<file path="config.mk">
export PLATFORM = sky130hd
export DESIGN_NAME = event_encoder
export DESIGN_NICKNAME = d
export VERILOG_FILES = /design/src/rtl/event_encoder_pkg.sv /design/src/rtl/event_encoder_prio_sel.sv /design/src/rtl/event_encoder.sv
export SDC_FILE = /design/constraint.sdc
export NUM_CORES = 1
export LEC_CHECK = 0
export ABC_CLOCK_PERIOD_IN_PS = 3500
export CAP_MARGIN = 20
export CORE_MARGIN = 4
export CORE_UTILIZATION = 55
export CTS_CLUSTER_DIAMETER = 60
export CTS_CLUSTER_SIZE = 10
export DETAILED_ROUTE_END_ITERATION = 6
export PLACE_DENSITY = 0.8
export SYNTH_ARGS = -nofsm -noshare
export SYNTH_HDL_FRONTEND = slang
export SYNTH_HIERARCHICAL = 1
export SYNTH_SLANG_ARGS = --single-unit
</file>
<file path="constraint.sdc">
create_clock -name clk -period 3.5 [get_ports clk]
set_clock_uncertainty 0.2 [all_clocks]
set_input_delay 0.7 -clock clk [delete_from_list [all_inputs] [get_ports clk]]
set_output_delay 0.7 -clock clk [all_outputs]
set_load 0.01 [all_outputs]
</file>
<file path="src/rtl/event_encoder_pkg.sv">
// Shared types and defaults for the event encoder slice.
package event_enc_pkg;

  localparam int unsigned N_DEFAULT = 8;

  typedef logic [2:0] evt_idx_t;
  typedef logic [7:0] evt_mask_t;

endpackage

</file>
<file path="src/rtl/event_encoder_prio_sel.sv">
// Find-first-set over an N-bit mask, searching upward from a start offset
// and wrapping modulo N (N is a power of two, so index addition wraps naturally).
module prio_sel #(
  parameter int unsigned N = 8,
  parameter int unsigned W = $clog2(N)
) (
  input  logic [N-1:0] mask_i,
  input  logic [W-1:0] offset_i,
  output logic [W-1:0] idx_o,
  output logic         found_o
);

  logic [W-1:0] cand;

  always_comb begin
    idx_o   = '0;
    found_o = 1'b0;
    cand    = '0;
    for (int unsigned i = 0; i < N; i++) begin
      cand = offset_i + W'(i);
      if (!found_o && mask_i[cand]) begin
        idx_o   = cand;
        found_o = 1'b1;
      end
    end
  end

endmodule

</file>
<file path="src/rtl/event_encoder.sv">
// Sequential N-to-log2(N) event encoder with pending capture and valid/ready output.
// Define EVENT_ENCODER_ROUND_ROBIN_EN for round-robin selection instead of lowest-index priority.
module event_encoder
  import event_enc_pkg::*;
#(
  parameter int unsigned N = N_DEFAULT
) (
  input  logic                 clk,
  input  logic                 rst_n,
  input  logic [N-1:0]         req,
  output logic [$clog2(N)-1:0] out_idx,
  output logic                 out_valid,
  input  logic                 out_ready,
  output logic [N-1:0]         pending,
  output logic                 ovf
);

  localparam int unsigned W = $clog2(N);

  logic [N-1:0] pending_q, pending_d;
  logic [W-1:0] out_idx_q, out_idx_d;
  logic         out_valid_q, out_valid_d;
  logic         ovf_q, ovf_d;

  logic [W-1:0] sel_idx;
  logic         sel_found;
  logic [W-1:0] sel_offset;
  logic         load;
  logic [N-1:0] clr_mask;

`ifdef EVENT_ENCODER_ROUND_ROBIN_EN
  logic [W-1:0] rr_ptr_q, rr_ptr_d;

  assign sel_offset = rr_ptr_q;

  always_comb begin
    rr_ptr_d = rr_ptr_q;
    if (load) rr_ptr_d = sel_idx + W'(1);
  end

  always_ff @(posedge clk) begin
    if (!rst_n) rr_ptr_q <= '0;
    else        rr_ptr_q <= rr_ptr_d;
  end
`else
  assign sel_offset = '0;
`endif

  prio_sel #(.N(N), .W(W)) u_sel (
    .mask_i   (pending_q),
    .offset_i (sel_offset),
    .idx_o    (sel_idx),
    .found_o  (sel_found)
  );

  // sel_found is equivalent to |pending_q
  assign load     = sel_found && (!out_valid_q || out_ready);
  assign clr_mask = load ? (N'(1) << sel_idx) : '0;

  always_comb begin
    pending_d   = (pending_q & ~clr_mask) | req;
    ovf_d       = |(req & pending_q & ~clr_mask);
    out_idx_d   = out_idx_q;
    out_valid_d = out_valid_q;
    if (load) begin
      out_idx_d   = sel_idx;
      out_valid_d = 1'b1;
    end else if (out_valid_q && out_ready) begin
      out_valid_d = 1'b0;
    end
  end

  always_ff @(posedge clk) begin
    if (!rst_n) begin
      pending_q   <= '0;
      out_idx_q   <= '0;
      out_valid_q <= 1'b0;
      ovf_q       <= 1'b0;
    end else begin
      pending_q   <= pending_d;
      out_idx_q   <= out_idx_d;
      out_valid_q <= out_valid_d;
      ovf_q       <= ovf_d;
    end
  end

  assign pending   = pending_q;
  assign out_idx   = out_idx_q;
  assign out_valid = out_valid_q;
  assign ovf       = ovf_q;

endmodule

</file>
==> out/qor.txt <==
STATUS
---------------------------------------------------------------------------------
Outcome                                                                 completed

CLOCKING
---------------------------------------------------------------------------------
Count of instances resized after the clock tree is built                        0
Register clock-pin slew on the reported worst setup and hold paths        0.08 ns
Clock tree root driver cell                                          sky130_fd_sc_hd__clkbuf_4
Maximum level of the CTS H-tree                                                 1
Clock tree sinks                                                               13
Clock tree from TritonCTS                                                   built
Clock network latency to the later pin of the worst-skew pair             0.28 ns
Number of buffers added to fix hold violations after cts                        0
Max Buffers Root-to-Sink                                                        2
Clock buffers created by TritonCTS                                              3
Post-CTS setup buffers                                                          0

DETAILED ROUTING
---------------------------------------------------------------------------------
Highest metal layer with signal wires                                        met4
Met1 wire length                                                          1850 um
Final WL                                                                  4580 um
Antenna violation net count after detailed routing                              0
Count of unresolved DRC violations after routing                                0
Drt wl/cell                                                               18.0 um
Vias after detailed routing                                                  1735
Number of vias per cell after detailed routing                               6.80
Detailed-router iteration count before antenna repair                           6
Detailed router's first-iteration violation count                             147
Routed met3 length                                                         301 um
Wire length on met2                                                       2250 um

TIMING
---------------------------------------------------------------------------------
Setup violations, final                                                         0
Shortest period the worst path allows                                     3.28 ns
Post-route clock period utilization                                         93.8%
Top achievable clock speed                                                305 MHz
Setup tns final                                                              0 ns
Fin. max-slew vios                                                              0
Final hold violation count                                                      0
Worst Tran Pin Value                                                     0.545 ns
Post-Route Hold Slack                                                    0.265 ns
Worst slew margin relative to its limit                                     63.6%
Setup repair after global routing missed its margin                         false

PLACEMENT
---------------------------------------------------------------------------------
Placed wire-length estimate after detailed placement                      3410 um
Number of I/O port buffers                                                     23
Global placer's final weighted congestion                                   0.918

WORST SETUP PATH
---------------------------------------------------------------------------------
Largest fanout of any net on the critical path                                  5
Setup Crit Path Kind                                                      reg2reg
Depth of the most critical reg-to-reg path                                      9
Delay of the slowest cell on the worst path                               0.52 ns
CP most frequent cell                                                sky130_fd_sc_hd__a31oi_1
CP delay by family, top                                              compound AO/OA/AOI/OAI gates
Data required time at the worst endpoint                                  3.45 ns
Crit start category                                                     flip-flop
Crit path capture type                                                  flip-flop
Crit. path cell count                                                           9
Worst-path cell chain                                                mux4_2, mux2_4, or2_1, o311a_1, a31oi_1, and3b_1, a31oi_1, nor4_1, a31oi_1
Data arrival time of the critical path                                    3.23 ns
CP max stage cell                                                    sky130_fd_sc_hd__mux4_2
Crit path buffers/inverters                                                     0

YOSYS
---------------------------------------------------------------------------------
Count of cell types in the netlist                                             52
Dominant register cell in the synthesized netlist                    sky130_fd_sc_hd__dfxtp_1
Register bit total from synthesis                                              13
Cell area after synthesis                                                1680 um2
Synth Instances                                                               197
Share of async-settable or async-resettable flops after synthesis              0%
Fraction of the yosys area taken by sequential cells                        15.5%
Mean instance size in the synthesized netlist                            8.50 um2
Post-synth EDFFs                                                                0
Yosys warning count                                                             6

FLOORPLAN
---------------------------------------------------------------------------------
Starting density of the core                                                59.2%
Count of pins on the block boundary                                            24
Die Width                                                                 63.2 um
Number of core rows                                                            19
Area of the die                                                          3990 um2
Die Ht                                                                    63.2 um
Core Box Area                                                            2830 um2

POWER AND IR DROP
---------------------------------------------------------------------------------
Peak supply drop                                                           328 uV
Total power density per cell area                                      349 nW/um2
Leakage                                                               0.000794 uW

GLOBAL ROUTING
---------------------------------------------------------------------------------
First-pass GRT wire length                                                7740 um
GRT Overall Usage                                                           23.7%
Initial antenna violation count                                                 0
Via count of the first global-routing pass                                   1742
Maximum number of pins on one net before global-route repair                   20
Total congestion overflow after global routing                                  0

FINISH
---------------------------------------------------------------------------------
Antenna diode count                                                             0
Net count of the finished layout                                              238
Fraction of final layout cells sized beyond drive strength 1                15.6%
P&R area growth vs syn                                                      16.7%

WORST HOLD PATH
---------------------------------------------------------------------------------
Path type of the worst min-delay path                                     reg2reg
Worst Hold Path Cells                                                           2

RUN
---------------------------------------------------------------------------------
Max-cap violations                                                              0

worst min-delay path, stage by stage (launching register included):
cell and delay (ns):
sky130_fd_sc_hd__dfxtp_1 0.31, sky130_fd_sc_hd__nand2_1 0.05, sky130_fd_sc_hd__a21oi_1 0.05
final timing paths:
| kind | slack [ns] | start | to |
|---|---|---|---|
| worst max-delay path | 0.22 | pending[5]$_SDFF_PN0_ | ovf$_SDFF_PN0_ |
| worst max register to register | 0.22 | pending[5]$_SDFF_PN0_ | ovf$_SDFF_PN0_ |
| worst min register to register | 0.26 | out_idx[1]$_SDFFE_PN0P_ | out_idx[1]$_SDFFE_PN0P_ |
| worst min-delay path | 0.26 | out_idx[1]$_SDFFE_PN0P_ | out_idx[1]$_SDFFE_PN0P_ |
Yosys cell counts (3+ instances only):
cell type | number | area, um2
sky130_fd_sc_hd__a31oi_1 | 10 | 62.6
sky130_fd_sc_hd__inv_1 | 12 | 45.0
sky130_fd_sc_hd__mux4_2 | 10 | 225
sky130_fd_sc_hd__nand3_1 | 9 | 45.0
sky130_fd_sc_hd__a32oi_1 | 3 | 26.3
sky130_fd_sc_hd__mux4_1 | 5 | 131
sky130_fd_sc_hd__dfxtp_1 | 13 | 260
sky130_fd_sc_hd__buf_2 | 7 | 35.0
sky130_fd_sc_hd__nor4_1 | 3 | 18.8
sky130_fd_sc_hd__nor2_1 | 20 | 75.1
sky130_fd_sc_hd__a21oi_1 | 17 | 85.1
sky130_fd_sc_hd__mux2i_1 | 6 | 60.1
sky130_fd_sc_hd__nand2_1 | 19 | 71.3
sky130_fd_sc_hd__mux2_2 | 3 | 33.8
sky130_fd_sc_hd__and3_1 | 4 | 25.0
sky130_fd_sc_hd__o21ai_0 | 6 | 30.0
sky130_fd_sc_hd__buf_6 | 3 | 33.8
per-layer routing:
layer | up-vias | track usage [%]
li1 | 804 | -
met1 | 807 | 29.5
met2 | 104 | 40.6
met3 | 20 | 1.42
met4 | 0 | 13.7
met5 | - | 0
cell usage in the layout (no fill, tap or decap), types with 9 or more instances in the layout:
cell type / synthesis / final
sky130_fd_sc_hd__buf_4: 2 / 9
sky130_fd_sc_hd__mux4_2: 10 / 10
sky130_fd_sc_hd__a31oi_1: 10 / 10
sky130_fd_sc_hd__a21oi_1: 17 / 17
sky130_fd_sc_hd__clkdlybuf4s50_1: 0 / 23
sky130_fd_sc_hd__nor2_1: 20 / 20
sky130_fd_sc_hd__nand2_1: 19 / 19
sky130_fd_sc_hd__dfxtp_1: 13 / 13
sky130_fd_sc_hd__inv_1: 12 / 12
sky130_fd_sc_hd__nand3_1: 9 / 9
cells by family after synthesis:
kind of cell | Yosys count | synth area share, %
AOI/OAI and AO/OA | 57 | 22.9
xor gates and xnor gates | 3 | 1.57
adders and majority gates | 2 | 1.49
buffers and inverters | 28 | 9.26
DFF | 13 | 15.5
muxes | 27 | 30.0
other | 1 | 0.224
and+or+nand+nor | 66 | 19.0
power breakdown:
group          leakage, uW  total, uW  internal, uW  switching (uW)
clock network    0.0000150       92.4          44.3            48.1
registers         0.000109        175           165            10.0
logic             0.000670        414           189             224
per-stage QoR:
step | utilization [%] | instance area, um2 | power (uW) | std cells | setup WS (ns)
after floorplan | - | 1690 | 470 | 202 | 0.434
after global placement | 68.2 | 1930 | 561 | 251 | 0.406
after detailed placement | 68.2 | 1930 | 573 | 251 | 0.302
after CTS | 69.1 | 1950 | 666 | 255 | 0.271
after global routing | 69.1 | 1950 | 729 | 255 | 0.105
final | 69.1 | 1950 | 681 | 255 | 0.218
registers in the layout, indices dropped and copies added, names as in the netlist:
| name | count |
|---|---|
| out_idx | 3 |
| out_valid | 1 |
| ovf | 1 |
| pending | 8 |
layout make-up:
class	instances	area [um2]
flip-flops and latches	13	260
repair buffers	32	298
well taps	31	38.8
multi-input cells	161	1280
clock buffers	4	26.3
inverters	14	52.6
fillers	231	875
Note: power is estimated with default switching activity, not from simulation.
==> RTL change, RTL diff (same settings) <==
The package constant `N_DEFAULT` goes from 8 to 16.
--- a/src/rtl/event_encoder_pkg.sv
+++ b/src/rtl/event_encoder_pkg.sv
@@ -1,7 +1,7 @@
 // Shared types and defaults for the event encoder slice.
 package event_enc_pkg;
 
-  localparam int unsigned N_DEFAULT = 8;
+  localparam int unsigned N_DEFAULT = 16;
 
   typedef logic [2:0] evt_idx_t;
   typedef logic [7:0] evt_mask_t;
Interface: changed (resized out_idx, pending and req); port bits go from 24 to 41. The function was not compared with the original's and may differ.
==> RTL change against the unedited design <==
- the flow now finishes with violations (setup timing)
- sequential cell count is 9 higher
- wire length grew to 3.5 times the old value
- final area grew to 2.7 times the old value
- power grew to 3.4 times the old value
- sequential share of layout area is 4.7 points lower
- synthesized area grew 110%
- first-iteration DRC count rose to 5.5 times the old value
- die area up 97%
- final cell count rose by 150%
- setup slack lost 1.3 ns
==> RTL change: results (changes against the unedited design) <==
GRT
  • Vias in the first global route: 4318 (+150%)
  • M3 GR Usage: 0.0661 (+0.0519)
  • Routing usage on met1: 0.492 (+0.197)
  • GRT Total Usage: 0.391 (+0.154)

STA
  • Worst setup slack after layout: -1.04 ns (-1.26 ns)
  • Setup violations, final: 21 (+21)

Power and ir drop
  • Internal power: 1.26 mW (+220%)
  • PnR Total Power: 2.29 mW (+240%)
  • Comb pwr: 1.80 mW (+330%)
  • Worst vdd ir: 390 µV (+19%)
  • Clock share of power: 0.086 (-0.050)

Run status
  • Outcome: finished with violations
  • Failing checks: setup timing

Drt
  • Routed via count: 4725 (+170%)
  • DRT iter0 DRCs: 808 (+450%)
  • Avg WL per Cell: 25.6 µm (+42%)

Logic synthesis
  • Compound-cell area share of the yosys netlist: 0.281 (+0.0522)
  • Post-Synth Adder-Cell Area: 0.0245 (+0.00954)
  • Sequential share of the synthesized area: 0.123 (-0.0323)

Placed design
  • PortBufs: 40 (+74%)
  • Gpl congestion: 1.02 (+11%)

Cells and area
  • FF+latch area: 450 µm² (+73%)
  • Number of flip-flops in the largest register: 16 (+8)
  • Fillers: 378 (+64%)
  • #MultiIn Comb: 357 (+120%)
  • Clock-cell share of area: 0.0106 (-0.00286)
  • Nets: 583 (+140%)

Worst setup path
  • R2R depth: 15 (+6)
  • Worst R2R Start: pending[4]$_SDFF_PN0_
  • Worst-path fanout max: 7 (+2)
  • Worst path arrival time: 4.51 ns (+1.28 ns)

CTS
  • Root Buffer: clkbuf_8
[RTL change: changes by cell type in the layout (fill, tap and decap cells not counted), moves of 9 or more]
cell             change
o21a_1              +25
mux4_2              +19
clkdlybuf4s50_1     +17
mux2_2               +9
mux2i_1             +21
buf_4               +94
nor2_1               -9
buf_6               +15
conb_1              +10
nand2_1             +16
[RTL change: per-layer routing]
metal  vias up  wire length (µm)
met4         0              1440
met2       509              7320
met5         -                 0
met1      2173              5520
met3       140              1900
li1       1903                 -
[RTL change: worst max-delay path by stage]
stage,startpoint,endpoint,slack (ns),cells past startpoint
final,pending[4]$_SDFF_PN0_,ovf$_SDFF_PN0_,-1.04,15
after global routing,pending[4]$_SDFF_PN0_,ovf$_SDFF_PN0_,-1.0,15
after CTS,pending[2]$_SDFF_PN0_,ovf$_SDFF_PN0_,-0.72,14
after detailed placement,pending[2]$_SDFF_PN0_,ovf$_SDFF_PN0_,-0.88,13
after global placement,pending[0]$_SDFF_PN0_,ovf$_SDFF_PN0_,-0.72,13
after floorplan,pending[2]$_SDFF_PN0_,ovf$_SDFF_PN0_,-0.65,14
[RTL change: repair_timing]
action,CTS,global route
setup buffers,9,13
hold buffers,0,0
setup endpoints to repair,18,21
gates resized for setup,30,25
pin swaps,12,8
[RTL change: metrics by stage]
stage / setup slack (ns) / std cells / hold WS, ns / cell area (µm²)
floorplan: -0.649 / 418 / 0.288 / 3700
global placement: -0.722 / 607 / 0.259 / 4780
detailed placement: -0.876 / 607 / 0.267 / 4780
CTS: -0.719 / 620 / 0.271 / 5010
global route: -0.999 / 633 / 0.308 / 5200
finish: -1.04 / 633 / 0.268 / 5200
